**config.mk**
```make
export PLATFORM = sky130hd
export DESIGN_NAME = dual_lsu_sequencer
export DESIGN_NICKNAME = d
export VERILOG_FILES = /design/src/rtl/lsu_pkg.sv /design/src/rtl/lsu_req_capture.sv /design/src/rtl/dual_lsu_sequencer.sv
export SDC_FILE = /design/constraint.sdc
export NUM_CORES = 1
export LEC_CHECK = 0
export CAP_MARGIN = 30
export CELL_PAD_IN_SITES_DETAIL_PLACEMENT = 1
export CELL_PAD_IN_SITES_GLOBAL_PLACEMENT = 2
export CORE_MARGIN = 3
export CORE_UTILIZATION = 32
export CTS_BUF_LIST = sky130_fd_sc_hd__clkbuf_4
export DETAILED_ROUTE_END_ITERATION = 8
export HOLD_SLACK_MARGIN = 0.12
export PLACE_DENSITY = 0.95
export SYNTH_ARGS = -nofsm -noshare
export SYNTH_HDL_FRONTEND = slang
export SYNTH_SLANG_ARGS = --single-unit
export TNS_END_PERCENT = 50
```
**constraint.sdc**
```tcl
create_clock -name clk -period 7.8 [get_ports clk]
set_input_delay 0.78 -clock clk [delete_from_list [all_inputs] [get_ports clk]]
set_output_delay 0.78 -clock clk [all_outputs]
set_load 0.02 [all_outputs]
```
**src/rtl/lsu_pkg.sv**
```systemverilog
`default_nettype none
// ============================================================================
// Module      : lsu_pkg
// Description : Shared types and constants for the dual-lane load/store
//               sequencer.
//               - lsu_state_t      : sequencer FSM states
//               - lsu_req_t        : one lane's captured memory request
//                                    (default 32-bit view)
//               - LSU_TIMEOUT_DATA : load result returned when the memory
//                                    never answers
// Revision    : 1.0 - initial release
// ============================================================================
package lsu_pkg;

    localparam int LSU_DW = 32;

    localparam logic [31:0] LSU_TIMEOUT_DATA = 32'hDEADBEEF;

    typedef enum logic [2:0] {
        IDLE   = 3'd0,
        REQ_A  = 3'd1,
        WAIT_A = 3'd2,
        REQ_B  = 3'd3,
        WAIT_B = 3'd4,
        DONE   = 3'd5
    } lsu_state_t;

    typedef struct packed {
        logic              valid;
        logic              write;
        logic [LSU_DW-1:0] addr;
        logic [LSU_DW-1:0] wdata;
    } lsu_req_t;

endpackage : lsu_pkg
`default_nettype wire

```
**src/rtl/lsu_req_capture.sv**
```systemverilog
`default_nettype none
// ============================================================================
// Module      : lsu_req_capture
// Description : Holds one lane's memory request (valid, write, addr, wdata)
//               from the cycle the issue packet is accepted until the next
//               packet is accepted.
// Ports       : clk, rst        - clock, asynchronous active-high reset
//               cap_en_i        - load the request register this cycle
//               valid_i/write_i/addr_i/wdata_i - lane request from the pipe
//               valid_o/write_o/addr_o/wdata_o - registered request
// Revision    : 1.0 - initial release
// ============================================================================
module lsu_req_capture #(
    parameter int DATA_WIDTH = 32
) (
    input  logic                  clk,
    input  logic                  rst,
    input  logic                  cap_en_i,
    input  logic                  valid_i,
    input  logic                  write_i,
    input  logic [DATA_WIDTH-1:0] addr_i,
    input  logic [DATA_WIDTH-1:0] wdata_i,
    output logic                  valid_o,
    output logic                  write_o,
    output logic [DATA_WIDTH-1:0] addr_o,
    output logic [DATA_WIDTH-1:0] wdata_o
);

    logic                  valid_q;
    logic                  write_q;
    logic [DATA_WIDTH-1:0] addr_q;
    logic [DATA_WIDTH-1:0] wdata_q;

    always_ff @(posedge clk or posedge rst) begin
        if (rst) begin
            valid_q <= 1'b0;
            write_q <= 1'b0;
            addr_q  <= '0;
            wdata_q <= '0;
        end else if (cap_en_i) begin
            valid_q <= valid_i;
            write_q <= write_i;
            addr_q  <= addr_i;
            wdata_q <= wdata_i;
        end
    end

    assign valid_o = valid_q;
    assign write_o = write_q;
    assign addr_o  = addr_q;
    assign wdata_o = wdata_q;

endmodule : lsu_req_capture
`default_nettype wire

```
**src/rtl/dual_lsu_sequencer.sv**
```systemverilog
`default_nettype none
// ============================================================================
// Module      : dual_lsu_sequencer
// Description : Serialises the lane A and lane B memory operations of one
//               issue packet (A first) onto a single-ported data memory with
//               a req/ready/rvalid handshake. Stalls the pipeline while busy
//               and returns both load results together with a done pulse.
// Ports       : clk, rst                 - clock, async active-high reset
//               start, validA/B, writeA/B, addrA/B, wdataA/B
//                                        - issue packet from execute lanes
//               stall, done, err         - pipeline control / status
//               rdataA, rdataB           - load results (valid with done)
//               mem_req, mem_we, mem_addr, mem_wdata, mem_ready,
//               mem_rvalid, mem_rdata    - data memory handshake
// Revision    : 1.0 - initial release
// ============================================================================
module dual_lsu_sequencer
    import lsu_pkg::*;
#(
    parameter int          DATA_WIDTH   = 32,
    parameter int unsigned RESP_TIMEOUT = 255
) (
    input  logic                  clk,
    input  logic                  rst,
    input  logic                  start,
    input  logic                  validA,
    input  logic                  writeA,
    input  logic [DATA_WIDTH-1:0] addrA,
    input  logic [DATA_WIDTH-1:0] wdataA,
    input  logic                  validB,
    input  logic                  writeB,
    input  logic [DATA_WIDTH-1:0] addrB,
    input  logic [DATA_WIDTH-1:0] wdataB,
    output logic                  stall,
    output logic                  done,
    output logic                  err,
    output logic [DATA_WIDTH-1:0] rdataA,
    output logic [DATA_WIDTH-1:0] rdataB,
    output logic                  mem_req,
    output logic                  mem_we,
    output logic [DATA_WIDTH-1:0] mem_addr,
    output logic [DATA_WIDTH-1:0] mem_wdata,
    input  logic                  mem_ready,
    input  logic                  mem_rvalid,
    input  logic [DATA_WIDTH-1:0] mem_rdata
);

    localparam logic                  C_TO_EN   = (RESP_TIMEOUT != 0);
    localparam logic [31:0]           C_TO_LAST = 32'(RESP_TIMEOUT) - 32'd1;
    localparam logic [DATA_WIDTH-1:0] C_TO_DATA = DATA_WIDTH'(LSU_TIMEOUT_DATA);

    lsu_state_t            state_q, state_d;
    logic [31:0]           cnt_q, cnt_d;
    logic                  err_q, err_d;
    logic [DATA_WIDTH-1:0] rdata_a_q, rdata_a_d;
    logic [DATA_WIDTH-1:0] rdata_b_q, rdata_b_d;

    logic                  w_capture;
    logic                  w_a_valid, w_a_write;
    logic [DATA_WIDTH-1:0] w_a_addr, w_a_wdata;
    logic                  w_b_valid, w_b_write;
    logic [DATA_WIDTH-1:0] w_b_addr, w_b_wdata;

    logic                  w_on_b;
    logic                  w_lane_valid, w_lane_write;
    logic [DATA_WIDTH-1:0] w_lane_addr, w_lane_wdata;
    logic                  w_timeout_hit;
    logic [DATA_WIDTH-1:0] w_resp_data;

    lsu_req_capture #(.DATA_WIDTH(DATA_WIDTH)) u_cap_a (
        .clk      (clk),
        .rst      (rst),
        .cap_en_i (w_capture),
        .valid_i  (validA),
        .write_i  (writeA),
        .addr_i   (addrA),
        .wdata_i  (wdataA),
        .valid_o  (w_a_valid),
        .write_o  (w_a_write),
        .addr_o   (w_a_addr),
        .wdata_o  (w_a_wdata)
    );

    lsu_req_capture #(.DATA_WIDTH(DATA_WIDTH)) u_cap_b (
        .clk      (clk),
        .rst      (rst),
        .cap_en_i (w_capture),
        .valid_i  (validB),
        .write_i  (writeB),
        .addr_i   (addrB),
        .wdata_i  (wdataB),
        .valid_o  (w_b_valid),
        .write_o  (w_b_write),
        .addr_o   (w_b_addr),
        .wdata_o  (w_b_wdata)
    );

    // Lane currently being served; REQ_x and WAIT_x share all datapath muxing.
    assign w_on_b       = (state_q == REQ_B) || (state_q == WAIT_B);
    assign w_lane_valid = w_on_b ? w_b_valid : w_a_valid;
    assign w_lane_write = w_on_b ? w_b_write : w_a_write;
    assign w_lane_addr  = w_on_b ? w_b_addr  : w_a_addr;
    assign w_lane_wdata = w_on_b ? w_b_wdata : w_a_wdata;

    // The wait counter starts at 0 on entry to WAIT_x, so the final wait cycle
    // is the one where the counter is about to reach RESP_TIMEOUT.
    assign w_timeout_hit = C_TO_EN && (cnt_q == C_TO_LAST);

    always_ff @(posedge clk or posedge rst) begin
        if (rst) begin
            state_q   <= IDLE;
            cnt_q     <= '0;
            err_q     <= 1'b0;
            rdata_a_q <= '0;
            rdata_b_q <= '0;
        end else begin
            state_q   <= state_d;
            cnt_q     <= cnt_d;
            err_q     <= err_d;
            rdata_a_q <= rdata_a_d;
            rdata_b_q <= rdata_b_d;
        end
    end

    always_comb begin
        state_d     = state_q;
        cnt_d       = cnt_q;
        err_d       = err_q;
        rdata_a_d   = rdata_a_q;
        rdata_b_d   = rdata_b_q;
        w_capture   = 1'b0;
        w_resp_data = mem_rdata;
        stall       = 1'b0;
        done        = 1'b0;
        mem_req     = 1'b0;
        mem_we      = 1'b0;
        mem_addr    = '0;
        mem_wdata   = '0;

        case (state_q)
            IDLE: begin
                if (start && (validA || validB)) begin
                    w_capture = 1'b1;
                    // Combinational so the packet is frozen in its capture
                    // cycle; masked while reset holds every output low.
                    stall     = !rst;
                    rdata_a_d = '0;
                    rdata_b_d = '0;
                    state_d   = validA ? REQ_A : REQ_B;
                end
            end

            REQ_A, REQ_B: begin
                stall = 1'b1;
                // A lane is only entered when it was captured valid; the gate
                // keeps a stale capture from ever reaching the memory.
                mem_req   = w_lane_valid;
                mem_we    = w_lane_write;
                mem_addr  = w_lane_addr;
                mem_wdata = w_lane_wdata;
                if (mem_ready && w_lane_valid) begin
                    cnt_d   = '0;
                    state_d = w_on_b ? WAIT_B : WAIT_A;
                end
            end

            WAIT_A, WAIT_B: begin
                stall = 1'b1;
                if (mem_rvalid || w_timeout_hit) begin
                    // A real response wins over a timeout in the same cycle.
                    if (!mem_rvalid) begin
                        err_d       = 1'b1;
                        w_resp_data = C_TO_DATA;
                    end
                    // Stores leave the lane result at its cleared value of 0.
                    if (!w_lane_write) begin
                        if (w_on_b) begin
                            rdata_b_d = w_resp_data;
                        end else begin
                            rdata_a_d = w_resp_data;
                        end
                    end
                    state_d = (!w_on_b && w_b_valid) ? REQ_B : DONE;
                end else if (C_TO_EN) begin
                    cnt_d = cnt_q + 32'd1;
                end
            end

            DONE: begin
                done    = 1'b1;
                state_d = IDLE;
            end

            default: begin
                state_d = IDLE;
            end
        endcase
    end

    assign err    = err_q;
    assign rdataA = rdata_a_q;
    assign rdataB = rdata_b_q;

endmodule : dual_lsu_sequencer
`default_nettype wire

```
==> impl_metrics.toml, run 1 <==
[status]
status = "finished clean"

[detailed_routing]
viasPerCell = 4.928
wl_per_cell_microns = 18.84
totalWireLength_mm = 31.76
drc_errors = 0
vias = 8309
drt_iter0_markers = 239
drtPass1Iterations = 4
ant_nets = 0

[cells_and_area]
stdcell_count = 1686
syn_to_final_growth_pct = 40.48
final_area_sq_mm = 0.01495
nets = 1370
drive_above_1_share = 0.2649

[synthesis]
synth_largest_area_cell = "dfrtp_1"
netlist.area_leader.share = 0.5456
synth_adder_area_share = 0.002352
synth_nets = 1043
synth_edf_count = 0
ys_types = 46
synthSimpleGateAreaFrac = 0.08842
synthMuxAreaShare = 0.2755
syn_inst = 872
yosys_warnings = 0
yosysSeqAreaShare = 0.5456
synth-xor-area-share = 0.0008230
synth_compound_area_frac = 0.05373
synth-async-reset-ratio = 1.000
ys.flop_type = "dfrtp_1"
ys_ff_latch = 232
syn_area_sq_mm = 0.01064
synth_top_family_by_area = "multiplexers"
netlist_top_cells_area = "dfrtp_1 (55%), mux2_2 (21%), mux2i_1 (6.5%), nor2_1 (2.7%), a21oi_1 (2.0%)"
avgSynthCellArea_sq_um = 12.20

[grt]
grt_overflow_total = 0
grt_max_degree = 110
grt_pass1_wl_mm = 50.60
grt_pass1_vias = 9364
antenna_found_initial = 3
grt_usage = 0.1772

[floorplan]
core_area_sq_mm = 0.03262
initial_utilization = 0.3262
die_area_sq_mm = 0.03548
top_level_ports = 302
fp-row-count = 66
fp.dieH_microns = 188.4
die_w_microns = 188.4

[critical_path]
max_stage_delay_ps = 660
reg2reg_slack_ps = 4290
r2r_end = "rdataB[30]$_DFFE_PP0P_"
cp.required_ps = 7020
cp_top_family = "buffers and inverters"
slowest_stage = "dfrtp_4"
startpoint_type = "flop"
crit_path_max_fanout = 31
worstPathCellList = "buf_4 -> buf_12 -> nor2_1 -> o21ai_0 -> mux2_2 -> clkdlybuf4s50_1"
crit_path_end_kind = "output port"
worstReg2RegStart = "cnt_q[14]$_DFFE_PP0P_"
reg2regPathDepth = 7
arrival_ps = 3250
worst-path-buf-inv = 3
cp-startpoint = "state_q[1]$_DFFE_PP0P_"
path_class = "flop to output port"
cp_num_cells = 6

[sta]
setup_viol = 0
layout_min_cycle_time_ps = 4032
skew_ps = 44.80
rsz0062_at_grt = "no"
period_share = 0.5169
maxSlewHeadroom = 0.3046
tightest_slew_ps = 1043
fmax_ghz = 0.2480
hold_violations = 0
drv_slew = 0
worst_hold_slack_ps = 504.0
setup-tns-final_ps = 0

[clock_tree]
cts_made_buffers = 68
cts_setup_buffers = 0
cts_resized = 0
clk_path_buf_depth = 3
clkTransAtPathRegs_ps = 60
cts-root-buf = "clkbuf_4"
cts_sinks = 232
clk_latency_ps = 680
ctsHoldBuffers = 0
cts_tree = "done"
htree_num_levels = 3

[placement]
dp_hpwl_mm = 22.08
port_buffers = 301
dpl_cell_area_sq_mm = 0.01411
dp_cells = 1570
place.gp.congestion = 0.7817

[worst_hold_path]
hp-class = "flop to flop"
min_path_cells = 1
hold_start = "rdataB[3]$_DFFE_PP0P_"
hold_end = "rdataB[3]$_DFFE_PP0P_"

[power]
ir_drop_mv = 0.2085
p_leak_nw = 6.476
powerDensity_mw_per_mm2 = 399.8

[flow_run]
drv_cap = 0
[synth_stat cells, types with 2 or more instances]
library cell  number
a21oi_1           43
mux2i_1           69
clkbuf_1          30
nand4_2            2
buf_1             11
mux2_2           199
dfrtp_1          232
and3_1            10
ha_1               2
or2_2              4
nand3_1           19
nor3_1             7
nor2_1            77
or4_1             10
o21a_1             2
nor4_1             8
nand4_1           11
or3_1              6
buf_4              3
buf_2             13
nand2_1           22
a41oi_1            2
a31oi_1           13
o31ai_1           11
inv_1             31
o211ai_1           2
o21ai_0           13
a21o_1             2
[sequential cells by signal, summed over array words and instances (netlist names), 3 cells and up]
register and flops:
u_cap_b.wdata_o 32, state_q 3, rdataA 32, rdataB 32
u_cap_b.addr_o 32, cnt_q 32, u_cap_a.addr_o 32, u_cap_a.wdata_o 32
[kinds of logic (layout without fill, tap and decap cells)]
group	Yosys count	count (layout)
AO/OA/AOI/OAI	96	96
AND/OR/NAND/NOR	185	185
multiplexers	268	268
adder cells (fa/ha/maj)	2	2
buffers and inverters	88	458
flip-flops	232	232
XOR/XNOR	1	1
other	0	2
[layout by cell type (no fill, tap or decap), types with 13 or more instances in the layout]
| cell type | count |
|---|---|
| clkdlybuf4s50_1 | 301 |
| dfrtp_1 | 231 |
| mux2_2 | 199 |
| clkbuf_4 | 91 |
| nor2_1 | 77 |
| mux2i_1 | 69 |
| a21oi_1 | 43 |
| inv_1 | 30 |
| nand2_1 | 22 |
| nand3_1 | 19 |
| o21ai_0 | 13 |
| a31oi_1 | 13 |
| clkinv_1 | 13 |
[worst register-to-register path: stages (launching register included)]
cell	delay [ps]
dfrtp_1	440
nor4_1	430
nand4_1	240
o21ai_2	860
buf_4	330
and3_1	200
buf_4	410
mux2_2	440
[metrics by stage]
step / worst slack, ps / power (mW) / utilization
after floorplan: 658.7 / 3.657 / -
after global placement: 3775 / 4.780 / 0.4311
after detailed placement: 3921 / 4.897 / 0.4326
after CTS: 3634 / 6.083 / 0.4579
after global routing: 3538 / 6.384 / 0.4583
final: 3768 / 5.976 / 0.4583
[power by group]
part	leakage, nW	switching (mW)	internal [mW]
Clock	0.492	0.526	0.607
Combinational	3.05	1.43	1.42
Sequential	2.93	0.302	1.69
Total	6.48	2.26	3.72
[metal layers]
| metal | vias up | track usage | share of wire | wire [microns] |
|---|---|---|---|---|
| met3 | 56 | 0.07833 | 0.093 | 2943 |
| met2 | 273 | 0.3055 | 0.49 | 15640 |
| li1 | 3809 | - | - | - |
| met5 | - | 0 | 0.00028 | 9 |
| met4 | 2 | 0.06159 | 0.023 | 739 |
| met1 | 4169 | 0.1951 | 0.39 | 12430 |
[area by class of cell]
| cell class | instances | area [sq um] |
|---|---|---|
| Multi-Input combinational cell | 552 | 4488 |
| Antenna cell | 2 | 5.005 |
| Fill cell | 3497 | 17670 |
| Tap cell | 442 | 553.0 |
| Timing Repair Buffer | 314 | 3143 |
| Clock buffer | 91 | 683.2 |
| Clock inverter | 22 | 143.9 |
| Sequential cell | 232 | 5809 |
| Inverter | 31 | 123.9 |
[how the worst max path moves through the flow]
stage | end | slack [ps]
2_1_floorplan | cnt_q[0]$_DFFE_PP0P_ | 660
3_3_place_gp | u_cap_b.wdata_o[6]$_DFFE_PP0P_ | 3770
3_5_place_dp | u_cap_b.wdata_o[9]$_DFFE_PP0P_ | 3920
4_1_cts | stall | 3630
5_1_grt | stall | 3540
6_report | stall | 3770
(Power assumes the default switching activity.)
==> inputs of run 2 (changes only) <==
clock period = 4.02 ns   (was 7.8 ns; I/O delays follow)
==> run 2 against run 1 <==
  * Worst hold slack worse by 270 ps
  * Global-route usage is 0.087 points lower
  * Routed wire length hardly changed
  * Non-clock buffer count is 5 higher
  * Sequential power is 92% higher
  * Sequential share of layout area is 0.21 points lower
  * First-iteration DRC count is 3.3% higher
  * Via count hardly changed
  * Flip-flop and latch count stayed put
  * Clock power is 100% higher
  * Critical path type unchanged
  * Largest power group unchanged
  * Highest routed layer is now met4
==> impl_metrics.toml, run 2 (synthesized netlist as in run 1, its figures left out) <==
[grt]
grt_usage = 0.1763
antenna_found_initial = 1
grt_pass1_wl_mm = 50.74
grt_overflow_total = 0
grt_pass1_vias = 9263
grt_max_degree = 100

[critical_path]
reg2reg_slack_ps = 940
cp_top_family = "buffers and inverters"
crit_path_max_fanout = 74
worstReg2RegStart = "cnt_q[0]$_DFFE_PP0P_"
worstPathCellList = "buf_12 -> nor2_1 -> o21ai_0 -> mux2_2 -> clkdlybuf4s50_1"
worst-path-buf-inv = 2
startpoint_type = "flop"
cp_num_cells = 5
arrival_ps = 2910
max_stage_delay_ps = 620
endpoint = "stall"
r2r_end = "rdataB[7]$_DFFE_PP0P_"
reg2regPathDepth = 8
slowest_stage = "clkdlybuf4s50_1"
path_class = "flop to output port"
cp-startpoint = "state_q[1]$_DFFE_PP0P_"
cp.required_ps = 3620
crit_path_end_kind = "output port"

[sta]
setup-tns-final_ps = 0
rsz0062_at_grt = "no"
setup_viol = 0
maxSlewHeadroom = 0.4034
fmax_ghz = 0.3017
layout_min_cycle_time_ps = 3315
period_share = 0.8245
hold_violations = 0
tightest_slew_ps = 894.7
skew_ps = 50.00
drv_slew = 0

[flow_run]
drv_cap = 0

[clock_tree]
clkTransAtPathRegs_ps = 70
cts_resized = 0
cts_sinks = 232
ctsHoldBuffers = 0
htree_num_levels = 3
cts_setup_buffers = 0
clk_path_buf_depth = 3
cts_made_buffers = 67
cts_tree = "done"
clk_latency_ps = 660
cts-root-buf = "clkbuf_4"

[cells_and_area]
utilization = 0.4608
final_area_sq_mm = 0.01503
syn_to_final_growth_pct = 41.26
nets = 1374
final_cell_mix = "clkdlybuf4s50_1 (301), dfrtp_1 (231), mux2_2 (199)"
drive_above_1_share = 0.2719
layout_commonest_cell = "clkdlybuf4s50_1"
fillers = 3492

[detailed_routing]
drtPass1Iterations = 4
vias = 8311
totalWireLength_mm = 31.74
viasPerCell = 4.918
drc_errors = 0
wl_per_cell_microns = 18.78
drt_iter0_markers = 247
ant_nets = 0

[floorplan]
fp.dieH_microns = 188.4
core_area_sq_mm = 0.03262
top_level_ports = 302
die_w_microns = 188.4
initial_utilization = 0.3262
fp-row-count = 66
die_area_sq_mm = 0.03548

[power]
powerDensity_mw_per_mm2 = 779.6
p_sw_mw = 4.418
internal-power_mw = 7.301
ir_drop_mv = 0.4987
p_sw_frac = 0.3770
power_mw = 11.72
p_clk_frac = 0.195
p_leak_nw = 6.516
p_comb_frac = 0.478
p_seq_frac = 0.327

[placement]
port_buffers = 301
dpl_cell_area_sq_mm = 0.01417
place.gp.congestion = 0.8015
dp_hpwl_mm = 21.96

[worst_hold_path]
hp-class = "primary input to asynchronous set/reset pin"

[status]
status = "finished clean"
run 2: changes by cell type in the layout (fill, tap and decap cells not counted), moves of 2 or more:
cell / change
clkbuf_4: +8
clkinv_1: -5
clkinv_2: -4
buf_12: +3
buf_4: +3
clkinvlp_4: +2
run 2: final cells by class:
class / instances / area, sq um / share of cell area
Antenna cell: 1 / 2.502 / 0.0001665
Clock buffer: 99 / 743.2 / 0.04944
Clock inverter: 14 / 117.6 / 0.007824
Inverter: 31 / 120.1 / 0.007991
Multi-Input combinational cell: 552 / 4488 / 0.2986
Sequential cell: 232 / 5809 / 0.3865
Tap cell: 442 / 553.0 / 0.03679
Timing Repair Buffer: 319 / 3198 / 0.2128
run 2: per-layer routing:
metal / vias to the layer above / GRT usage / wire length, microns
li1: 3810 / - / -
met1: 4165 / 0.2091 / 12720
met2: 288 / 0.2915 / 15210
met3: 48 / 0.07684 / 3281
met4: 0 / 0.05242 / 527
met5: - / 0 / 0
run 2: worst min-delay path by stage:
stage | start | slack (ps) | cells past startpoint | end
6_report | rst | 230 | 2 | cnt_q[19]$_DFFE_PP0P_
5_1_grt | rst | 190 | 2 | cnt_q[26]$_DFFE_PP0P_
4_1_cts | rst | 160 | 2 | cnt_q[19]$_DFFE_PP0P_
3_5_place_dp | err$_DFFE_PP0P_ | 490 | 1 | err$_DFFE_PP0P_
3_3_place_gp | err$_DFFE_PP0P_ | 480 | 1 | err$_DFFE_PP0P_
2_1_floorplan | cnt_q[31]$_DFFE_PP0P_ | 470 | 1 | cnt_q[31]$_DFFE_PP0P_
run 2: per-stage QoR:
stage | hold slack (ps) | instances | setup slack [ps]
5_1_grt | 190.4 | 1690 | 524.3
3_5_place_dp | 490.3 | 1576 | 903.9
4_1_cts | 160.9 | 1689 | 629.4
6_report | 229.9 | 1690 | 705.4
2_1_floorplan | 474.5 | 872 | 582.1
3_3_place_gp | 484.4 | 1576 | 965.9
run 2: power groups by stage:
| stage | clock network [mW] | logic [mW] | registers, mW |
|---|---|---|---|
| after global routing | 2.52 | 6.02 | 3.96 |
| after CTS | 2.41 | 5.68 | 3.84 |
| final | 2.29 | 5.60 | 3.83 |
| after detailed placement | 0 | 5.65 | 3.88 |
| after floorplan | 0 | 3.15 | 3.94 |
| after global placement | 0 | 5.52 | 3.81 |
